<file path="config.mk">
export PLATFORM = sky130hd
export DESIGN_NAME = dmem_access_controller
export DESIGN_NICKNAME = d
export VERILOG_FILES = /design/src/rtl/dmem_ctrl_pkg.sv /design/src/rtl/dmem_align.sv /design/src/rtl/dmem_access_controller.sv
export SDC_FILE = /design/constraint.sdc
export NUM_CORES = 1
export LEC_CHECK = 0
export ABC_AREA = 1
export CAP_MARGIN = 40
export CORE_MARGIN = 5
export CORE_UTILIZATION = 48
export CTS_BUF_LIST = sky130_fd_sc_hd__clkbuf_16
export CTS_CLUSTER_DIAMETER = 30
export DETAILED_ROUTE_END_ITERATION = 10
export GPL_TIMING_DRIVEN = 0
export PLACE_DENSITY = 0.86
export SYNTH_ARGS = -nofsm -noshare
export SYNTH_HDL_FRONTEND = slang
export SYNTH_HIERARCHICAL = 1
export SYNTH_SLANG_ARGS = --single-unit
</file>
<file path="constraint.sdc">
create_clock -name CLK -period 2 [get_ports CLK]
set_clock_uncertainty 0.15 [all_clocks]
set_input_delay 0.3 -clock CLK [delete_from_list [all_inputs] [get_ports CLK]]
set_output_delay 0.3 -clock CLK [all_outputs]
set_load 0.01 [all_outputs]
</file>
<file path="src/rtl/dmem_ctrl_pkg.sv">
// Shared definitions for the MEM-stage data memory access controller:
// op codes, FSM state encoding, access sizes and byte-enable constants.
package dmem_ctrl_pkg;

  localparam logic [3:0] OP_NONE = 4'b0000;
  localparam logic [3:0] OP_LB   = 4'b1000;
  localparam logic [3:0] OP_LH   = 4'b1001;
  localparam logic [3:0] OP_LW   = 4'b1010;
  localparam logic [3:0] OP_LBU  = 4'b1100;
  localparam logic [3:0] OP_LHU  = 4'b1101;
  localparam logic [3:0] OP_SB   = 4'b0101;
  localparam logic [3:0] OP_SH   = 4'b0110;
  localparam logic [3:0] OP_SW   = 4'b0111;

  typedef enum logic [1:0] {
    S_IDLE   = 2'd0,
    S_ACCESS = 2'd1,
    S_DONE   = 2'd2
  } state_e;

  localparam logic [1:0] SZ_BYTE = 2'd0;
  localparam logic [1:0] SZ_HALF = 2'd1;
  localparam logic [1:0] SZ_WORD = 2'd2;

  localparam logic [3:0] BE_NONE    = 4'b0000;
  localparam logic [3:0] BE_BYTE0   = 4'b0001;
  localparam logic [3:0] BE_HALF_LO = 4'b0011;
  localparam logic [3:0] BE_HALF_HI = 4'b1100;
  localparam logic [3:0] BE_WORD    = 4'b1111;

  function automatic logic op_is_load(input logic [3:0] op);
    case (op)
      OP_LB, OP_LH, OP_LW, OP_LBU, OP_LHU: return 1'b1;
      default:                             return 1'b0;
    endcase
  endfunction

  function automatic logic op_is_store(input logic [3:0] op);
    case (op)
      OP_SB, OP_SH, OP_SW: return 1'b1;
      default:             return 1'b0;
    endcase
  endfunction

  function automatic logic op_is_signed(input logic [3:0] op);
    case (op)
      OP_LB, OP_LH: return 1'b1;
      default:      return 1'b0;
    endcase
  endfunction

  function automatic logic [1:0] op_size(input logic [3:0] op);
    case (op)
      OP_LB, OP_LBU, OP_SB: return SZ_BYTE;
      OP_LH, OP_LHU, OP_SH: return SZ_HALF;
      default:              return SZ_WORD;
    endcase
  endfunction

  // Halves need addr[0]=0, words need addr[1:0]=0; bytes are always aligned.
  function automatic logic is_misaligned(input logic [1:0] size, input logic [1:0] addr_lo);
    case (size)
      SZ_HALF: return addr_lo[0];
      SZ_WORD: return (addr_lo != 2'b00);
      default: return 1'b0;
    endcase
  endfunction

endpackage

</file>
<file path="src/rtl/dmem_align.sv">
// Combinational lane alignment: store replication plus byte enables, and load
// lane extraction plus sign/zero extension. Store and load paths are independent.
module dmem_align
  import dmem_ctrl_pkg::*;
(
  input  logic [3:0]  st_op_i,
  input  logic [1:0]  st_addr_i,
  input  logic [31:0] st_data_i,
  output logic [31:0] st_data_o,
  output logic [3:0]  st_byte_en_o,
  input  logic [3:0]  ld_op_i,
  input  logic [1:0]  ld_addr_i,
  input  logic [31:0] ld_rdata_i,
  output logic [31:0] ld_data_o
);

  logic [7:0]  ld_byte_s;
  logic [15:0] ld_half_s;

  // Replicate store data across lanes and build byte enables from size/offset.
  always_comb begin
    st_data_o    = st_data_i;
    st_byte_en_o = BE_NONE;
    if (op_is_store(st_op_i)) begin
      case (op_size(st_op_i))
        SZ_BYTE: begin
          st_data_o    = {4{st_data_i[7:0]}};
          st_byte_en_o = BE_BYTE0 << st_addr_i;
        end
        SZ_HALF: begin
          st_data_o    = {2{st_data_i[15:0]}};
          st_byte_en_o = st_addr_i[1] ? BE_HALF_HI : BE_HALF_LO;
        end
        default: begin
          st_data_o    = st_data_i;
          st_byte_en_o = BE_WORD;
        end
      endcase
    end else begin
      st_data_o    = st_data_i;
      st_byte_en_o = BE_NONE;
    end
  end

  // Pick the addressed byte and half-word lanes out of the returned word.
  always_comb begin
    case (ld_addr_i)
      2'd0:    ld_byte_s = ld_rdata_i[7:0];
      2'd1:    ld_byte_s = ld_rdata_i[15:8];
      2'd2:    ld_byte_s = ld_rdata_i[23:16];
      default: ld_byte_s = ld_rdata_i[31:24];
    endcase
    ld_half_s = ld_addr_i[1] ? ld_rdata_i[31:16] : ld_rdata_i[15:0];
  end

  // Extend the selected lane according to the load flavour.
  always_comb begin
    ld_data_o = 32'h0000_0000;
    if (op_is_load(ld_op_i)) begin
      case (op_size(ld_op_i))
        SZ_BYTE: ld_data_o = op_is_signed(ld_op_i) ? {{24{ld_byte_s[7]}}, ld_byte_s}
                                                   : {24'h00_0000, ld_byte_s};
        SZ_HALF: ld_data_o = op_is_signed(ld_op_i) ? {{16{ld_half_s[15]}}, ld_half_s}
                                                   : {16'h0000, ld_half_s};
        default: ld_data_o = ld_rdata_i;
      endcase
    end else begin
      ld_data_o = 32'h0000_0000;
    end
  end

endmodule

</file>
<file path="src/rtl/dmem_access_controller.sv">
// MEM-stage sequencer: one request/response handshake per memory op with a
// bounded wait, a global pipeline stall, and registered memory-side outputs.
module dmem_access_controller
  import dmem_ctrl_pkg::*;
#(
  parameter int TIMEOUT_CYCLES = 255,
  parameter int CNT_W          = 8
) (
  input  logic        CLK,
  input  logic        RESET,
  input  logic [3:0]  READ_WRITE,
  input  logic [31:0] ALU_RESULT,
  input  logic [31:0] DATA2,
  input  logic [31:0] MEM_READDATA,
  input  logic        MEM_BUSYWAIT,
  output logic        MEM_READ,
  output logic        MEM_WRITE,
  output logic [31:0] MEM_ADDRESS,
  output logic [31:0] MEM_WRITEDATA,
  output logic [3:0]  MEM_BYTE_EN,
  output logic        BUSYWAIT,
  output logic [31:0] LOAD_DATA,
  output logic        MISALIGNED,
  output logic        ERROR
);

  state_e      state_q, state_d;
  logic [CNT_W-1:0] cnt_q, cnt_d;
  logic [3:0]  op_q, op_d;
  logic        is_ld_q, is_ld_d;
  logic [1:0]  addr_lo_q, addr_lo_d;
  logic        mem_read_q, mem_read_d, mem_write_q, mem_write_d;
  logic [31:0] mem_addr_q, mem_addr_d, mem_wdata_q, mem_wdata_d, load_data_q, load_data_d;
  logic [3:0]  mem_be_q, mem_be_d;
  logic        misaligned_q, misaligned_d, error_q, error_d;

  logic        rw_mem_op_s, misal_s, req_valid_s, timeout_s, busywait_s;
  logic [31:0] st_data_s, ld_data_s;
  logic [3:0]  st_be_s;

  assign rw_mem_op_s = op_is_load(READ_WRITE) | op_is_store(READ_WRITE);
  assign misal_s     = rw_mem_op_s & is_misaligned(op_size(READ_WRITE), ALU_RESULT[1:0]);
  assign req_valid_s = rw_mem_op_s & ~misal_s;
  assign timeout_s   = MEM_BUSYWAIT & (cnt_q == CNT_W'(TIMEOUT_CYCLES - 1));

  dmem_align u_align (
    .st_op_i      (READ_WRITE),
    .st_addr_i    (ALU_RESULT[1:0]),
    .st_data_i    (DATA2),
    .st_data_o    (st_data_s),
    .st_byte_en_o (st_be_s),
    .ld_op_i      (op_q),
    .ld_addr_i    (addr_lo_q),
    .ld_rdata_i   (MEM_READDATA),
    .ld_data_o    (ld_data_s)
  );

  // FSM state register.
  always_ff @(posedge CLK or negedge RESET) begin
    if (!RESET) state_q <= S_IDLE;
    else        state_q <= state_d;
  end

  // FSM next state: leave IDLE on a legal op, finish ACCESS on ready or timeout.
  always_comb begin
    state_d = state_q;
    case (state_q)
      S_IDLE:   state_d = req_valid_s ? S_ACCESS : S_IDLE;
      S_ACCESS: state_d = (!MEM_BUSYWAIT || timeout_s) ? S_DONE : S_ACCESS;
      S_DONE:   state_d = S_IDLE;
      default:  state_d = S_IDLE;
    endcase
  end

  // FSM outputs: stall and the next values of all registered outputs.
  always_comb begin
    busywait_s   = 1'b0;
    cnt_d        = cnt_q;
    op_d         = op_q;
    is_ld_d      = is_ld_q;
    addr_lo_d    = addr_lo_q;
    mem_read_d   = mem_read_q;
    mem_write_d  = mem_write_q;
    mem_addr_d   = mem_addr_q;
    mem_wdata_d  = mem_wdata_q;
    mem_be_d     = mem_be_q;
    load_data_d  = load_data_q;
    misaligned_d = 1'b0;
    error_d      = error_q;
    case (state_q)
      S_IDLE: begin
        if (req_valid_s) begin
          busywait_s  = 1'b1;
          cnt_d       = '0;
          op_d        = READ_WRITE;
          is_ld_d     = op_is_load(READ_WRITE);
          addr_lo_d   = ALU_RESULT[1:0];
          mem_read_d  = op_is_load(READ_WRITE);
          mem_write_d = op_is_store(READ_WRITE);
          mem_addr_d  = {ALU_RESULT[31:2], 2'b00};
          mem_wdata_d = st_data_s;
          mem_be_d    = st_be_s;
        end else if (misal_s) begin
          misaligned_d = 1'b1;
        end else begin
          misaligned_d = 1'b0;
        end
      end
      S_ACCESS: begin
        busywait_s = 1'b1;
        cnt_d      = cnt_q + CNT_W'(1);
        if (!MEM_BUSYWAIT) begin
          mem_read_d  = 1'b0;
          mem_write_d = 1'b0;
          load_data_d = is_ld_q ? ld_data_s : load_data_q;
        end else if (timeout_s) begin
          mem_read_d  = 1'b0;
          mem_write_d = 1'b0;
          load_data_d = 32'h0000_0000;
          error_d     = 1'b1;
        end else begin
          mem_read_d  = mem_read_q;
          mem_write_d = mem_write_q;
        end
      end
      S_DONE:  busywait_s = 1'b0;
      default: busywait_s = 1'b0;
    endcase
  end

  // Datapath and output registers; reset abandons any access in flight.
  always_ff @(posedge CLK or negedge RESET) begin
    if (!RESET) begin
      cnt_q        <= '0;
      op_q         <= OP_NONE;
      is_ld_q      <= 1'b0;
      addr_lo_q    <= 2'b00;
      mem_read_q   <= 1'b0;
      mem_write_q  <= 1'b0;
      mem_addr_q   <= 32'h0000_0000;
      mem_wdata_q  <= 32'h0000_0000;
      mem_be_q     <= BE_NONE;
      load_data_q  <= 32'h0000_0000;
      misaligned_q <= 1'b0;
      error_q      <= 1'b0;
    end else begin
      cnt_q        <= cnt_d;
      op_q         <= op_d;
      is_ld_q      <= is_ld_d;
      addr_lo_q    <= addr_lo_d;
      mem_read_q   <= mem_read_d;
      mem_write_q  <= mem_write_d;
      mem_addr_q   <= mem_addr_d;
      mem_wdata_q  <= mem_wdata_d;
      mem_be_q     <= mem_be_d;
      load_data_q  <= load_data_d;
      misaligned_q <= misaligned_d;
      error_q      <= error_d;
    end
  end

  // The stall is released while reset is held so a held op cannot freeze the pipe.
  assign BUSYWAIT      = RESET & busywait_s;
  assign MEM_READ      = mem_read_q;
  assign MEM_WRITE     = mem_write_q;
  assign MEM_ADDRESS   = mem_addr_q;
  assign MEM_WRITEDATA = mem_wdata_q;
  assign MEM_BYTE_EN   = mem_be_q;
  assign LOAD_DATA     = load_data_q;
  assign MISALIGNED    = misaligned_q;
  assign ERROR         = error_q;

endmodule

</file>
==> impl_results.md <==
- Detailed Route Iter0 Violations: 716
- Clock buffer depth: 2
- Die X: 128 um
- Most used standard cell by instance count after synthesis: nand2_1
- Synth cell types: 35
- Clock slew at the register clock pins of the worst setup and hold paths: 0.05 ns
- Core area: roughly 0.014 mm^2
- Starting Density: 0.487
- Min-Delay Path Class: in2async
- CP required: 1.55 ns
- Share of layout cells above drive strength 1: 0.142
- Worst skew pair latency: about 0.41 ns
- RSZ-0062 raised after global routing: true
- Via count: 7191
- Maximum clock rate: 0.504 GHz
- H-tree depth: 4
- P_leak: about 4.9 nW
- Antenna viol nets, final: 0
- Final core occ: 0.715
- Synth area leaders: dfrtp_1 44%, nand2_1 22%, nand3_1 10%
- Routed len/inst: between 15 and 20 um
- Finish-stage setup viols: 0
- Sequential area share after synthesis: 0.443
- Drc violations: 0
- Switching Fraction: 0.369
- Net Sw Power: roughly 4.5 mW
- CP startpoint kind: register
- Synth top cells by count: 390 x nand2_1, 136 x nand3_1, 119 x dfrtp_1
- Row count: 43
- FF-to-FF setup slack: roughly 0.080 ns
- Final-report max-slew violation count: 0
- Final net count: 1274
- P_int: 7.73 mW
- Setup crit end kind: output port
- Top cell type by total area after synthesis: dfrtp_1
- TNS Setup: 0 ns
- Drt total wl: 21900 um
- Dpl hpwl: between 15000 and 20000 um
- First-pass GRT wire length: 34500 um
- Final Hold Viols: 82
- Placed instance area: 0.00904 mm^2
- Via-per-instance ratio: 5.28
- Register area: 0.00298 mm^2
- EDFF count, synth: 0
- Design Area, Final: 0.00988 mm^2
- Violations in the final reports: negative hold slack
- Crit path DAT: 1.53 ns
- Root buffer cell: clkbuf_16
- Worst Path Max Fanout: 2
- Pwr/cell area: 1240 mW/mm^2
- R2R cell count: 10
- Multi-input gate area: around 0.0032 mm^2
- Synthesized area: 0.00673 mm^2
- Worst setup path category: reg2out
- Post-synthesis register bit count: about 120
- Reg-to-reg endpoint: LOAD_DATA[25]$_DFFE_PN0P_
- Total global routing overflow: 0
- FF-to-FF Start: op_q[1]$_DFFE_PN0P_
- Min cycle time layout: 1.98 ns
- # IOs: 208
- Final Wtd Congestion: 0.971
- Total Die Area: 0.0165 mm^2
- GRT Overall Usage: 0.267
- Min Hold Slack: -0.0844 ns
- Clock share of power: 0.244
- Gate power share: 0.447
- Post-synthesis cell count: 923
- Sequential Power Share: 0.309
- Initial antenna violation count: 0
- TritonCTS Sinks: between 100 and 150
- Area growth syn-to-layout: 46.9%
- Vias in the first global route: between 6000 and 7000
- DR pass1 iterations: 6
- TritonCTS clock tree: built
- Largest net degree at the start of global routing: 94
- Post-synth top area share: 0.443
- Max-cap violations: 0
- IO Port Bufs: 205
- Status: finished with violations
- # fillers: about 1100
- Post-synth top flop: dfrtp_1
- Peak VDD IR: approximately 0.0008 V
- Fin crit share: 0.992
- Async set-reset flop share out of synthesis: 1.00
- Inserted Clock Buffers: 17
- Syn_area_per_cell: around 7.3 um^2
- Die Y: 128 um
- Yosys Warn Count: 6
[repair_timing]
| item | 4_1_cts | 5_1_grt |
|---|---|---|
| gates resized for setup | 24 | 20 |
| pin swaps | 6 | 6 |
| endpoints found under the setup margin | 60 | 39 |
| hold buffers | 5 | 1 |
| buffers inserted | 10 | 7 |
| hold endpoints to repair | 66 | 10 |
[power by group through the flow]
stage / Combinational (mW) / Sequential, mW / Clock, mW
floorplan: 2.52 / 4.02 / 0
detailed placement: 5.22 / 3.76 / 0
global route: 5.99 / 3.89 / 3.15
finish: 5.48 / 3.78 / 2.98
CTS: 5.37 / 3.74 / 3.02
global placement: 5.13 / 3.74 / 0
[flip-flops by register name (all words and copies together), names as in the netlist]
| signal | flops |
|---|---|
| ERROR | 1 |
| LOAD_DATA | 32 |
| MEM_ADDRESS | 30 |
| MEM_BYTE_EN | 4 |
| MEM_READ | 1 |
| MEM_WRITE | 1 |
| MEM_WRITEDATA | 32 |
| MISALIGNED | 1 |
| addr_lo_q | 2 |
| cnt_q | 8 |
| is_ld_q | 1 |
| op_q | 4 |
| state_q | 2 |
[area by class of cell]
| cell class | count | area share |
|---|---|---|
| Antenna cell | 2 | 0.000506 |
| Buffer | 56 | 0.0399 |
| Clock buffer | 17 | 0.0430 |
| Clock inverter | 13 | 0.0142 |
| Inverter | 51 | 0.0200 |
| Multi-Input combinational cell | 695 | 0.325 |
| Sequential cell | 119 | 0.302 |
| Tap cell | 180 | 0.0228 |
| Timing Repair Buffer | 229 | 0.232 |
[cell usage in the layout, fill, tap and decap left out, types with 6 or more instances in the layout]
master / Yosys / routed
buf_2: 29 / 26
buf_4: 11 / 28
o21ai_1: 23 / 25
dfrtp_1: 119 / 116
nand2_1: 390 / 388
clkbuf_16: 0 / 17
nand2_2: 6 / 6
a21oi_1: 21 / 21
nand3_1: 136 / 136
nor2_4: 5 / 6
buf_12: 2 / 6
nor2_1: 26 / 22
o21ai_0: 42 / 40
buf_6: 8 / 10
nor2_2: 11 / 14
clkdlybuf4s50_1: 0 / 199
inv_1: 46 / 44
o21ai_2: 10 / 10
[critical path, cell delays in order (launching register included)]
cell and delay (ns):
dfrtp_1 0.37, nor2_1 0.13, a21boi_2 0.18, buf_6 0.13
nand2_8 0.05, a21boi_2 0.11, buf_4 0.14
[how the worst max path moves through the flow]
| stage | endpoint | slack [ns] | startpoint | cells after the start |
|---|---|---|---|---|
| 2_1_floorplan | LOAD_DATA[28]$_DFFE_PN0P_ | 0.21 | op_q[3]$_DFFE_PN0P_ | 11 |
| 3_3_place_gp | MEM_ADDRESS[23]$_DFFE_PN0P_ | -4.18 | RESET | 1 |
| 3_5_place_dp | BUSYWAIT | -1.19 | READ_WRITE[3] | 10 |
| 4_1_cts | BUSYWAIT | -0.009 | state_q[1]$_DFF_PN0_ | 6 |
| 5_1_grt | BUSYWAIT | -0.07 | state_q[0]$_DFF_PN0_ | 6 |
| 6_report | BUSYWAIT | 0.02 | state_q[0]$_DFF_PN0_ | 6 |
[kinds of logic (layout without fill, tap and decap cells)]
family | after synthesis | after routing | synth area share
other | 1 | 4 | 0.000557
AOI/OAI and AO/OA | 104 | 104 | 0.0894
buffers and inverters | 110 | 366 | 0.0870
DFF | 119 | 119 | 0.443
adders and majority gates | 2 | 2 | 0.00372
and+or+nand+nor | 587 | 587 | 0.377
[routing by layer]
metal | global-route usage | vias up | share of wire
met5 | 0 | - | 0
met4 | 0.100 | 0 | 0.028
met3 | 0.0971 | 64 | 0.12
met2 | 0.439 | 397 | 0.47
met1 | 0.321 | 3287 | 0.38
li1 | - | 3443 | -
[metrics by stage]
stage / worst slack (ns) / total power, mW / std cells
2_1_floorplan: 0.209 / 6.54 / 924
4_1_cts: -0.00885 / 12.1 / 1353
5_1_grt: -0.0656 / 13.0 / 1360
6_report: 0.0152 / 12.2 / 1362
3_3_place_gp: -4.18 / 8.87 / 1309
3_5_place_dp: -1.19 / 8.98 / 1310
Power figures use the tool's default switching activity.
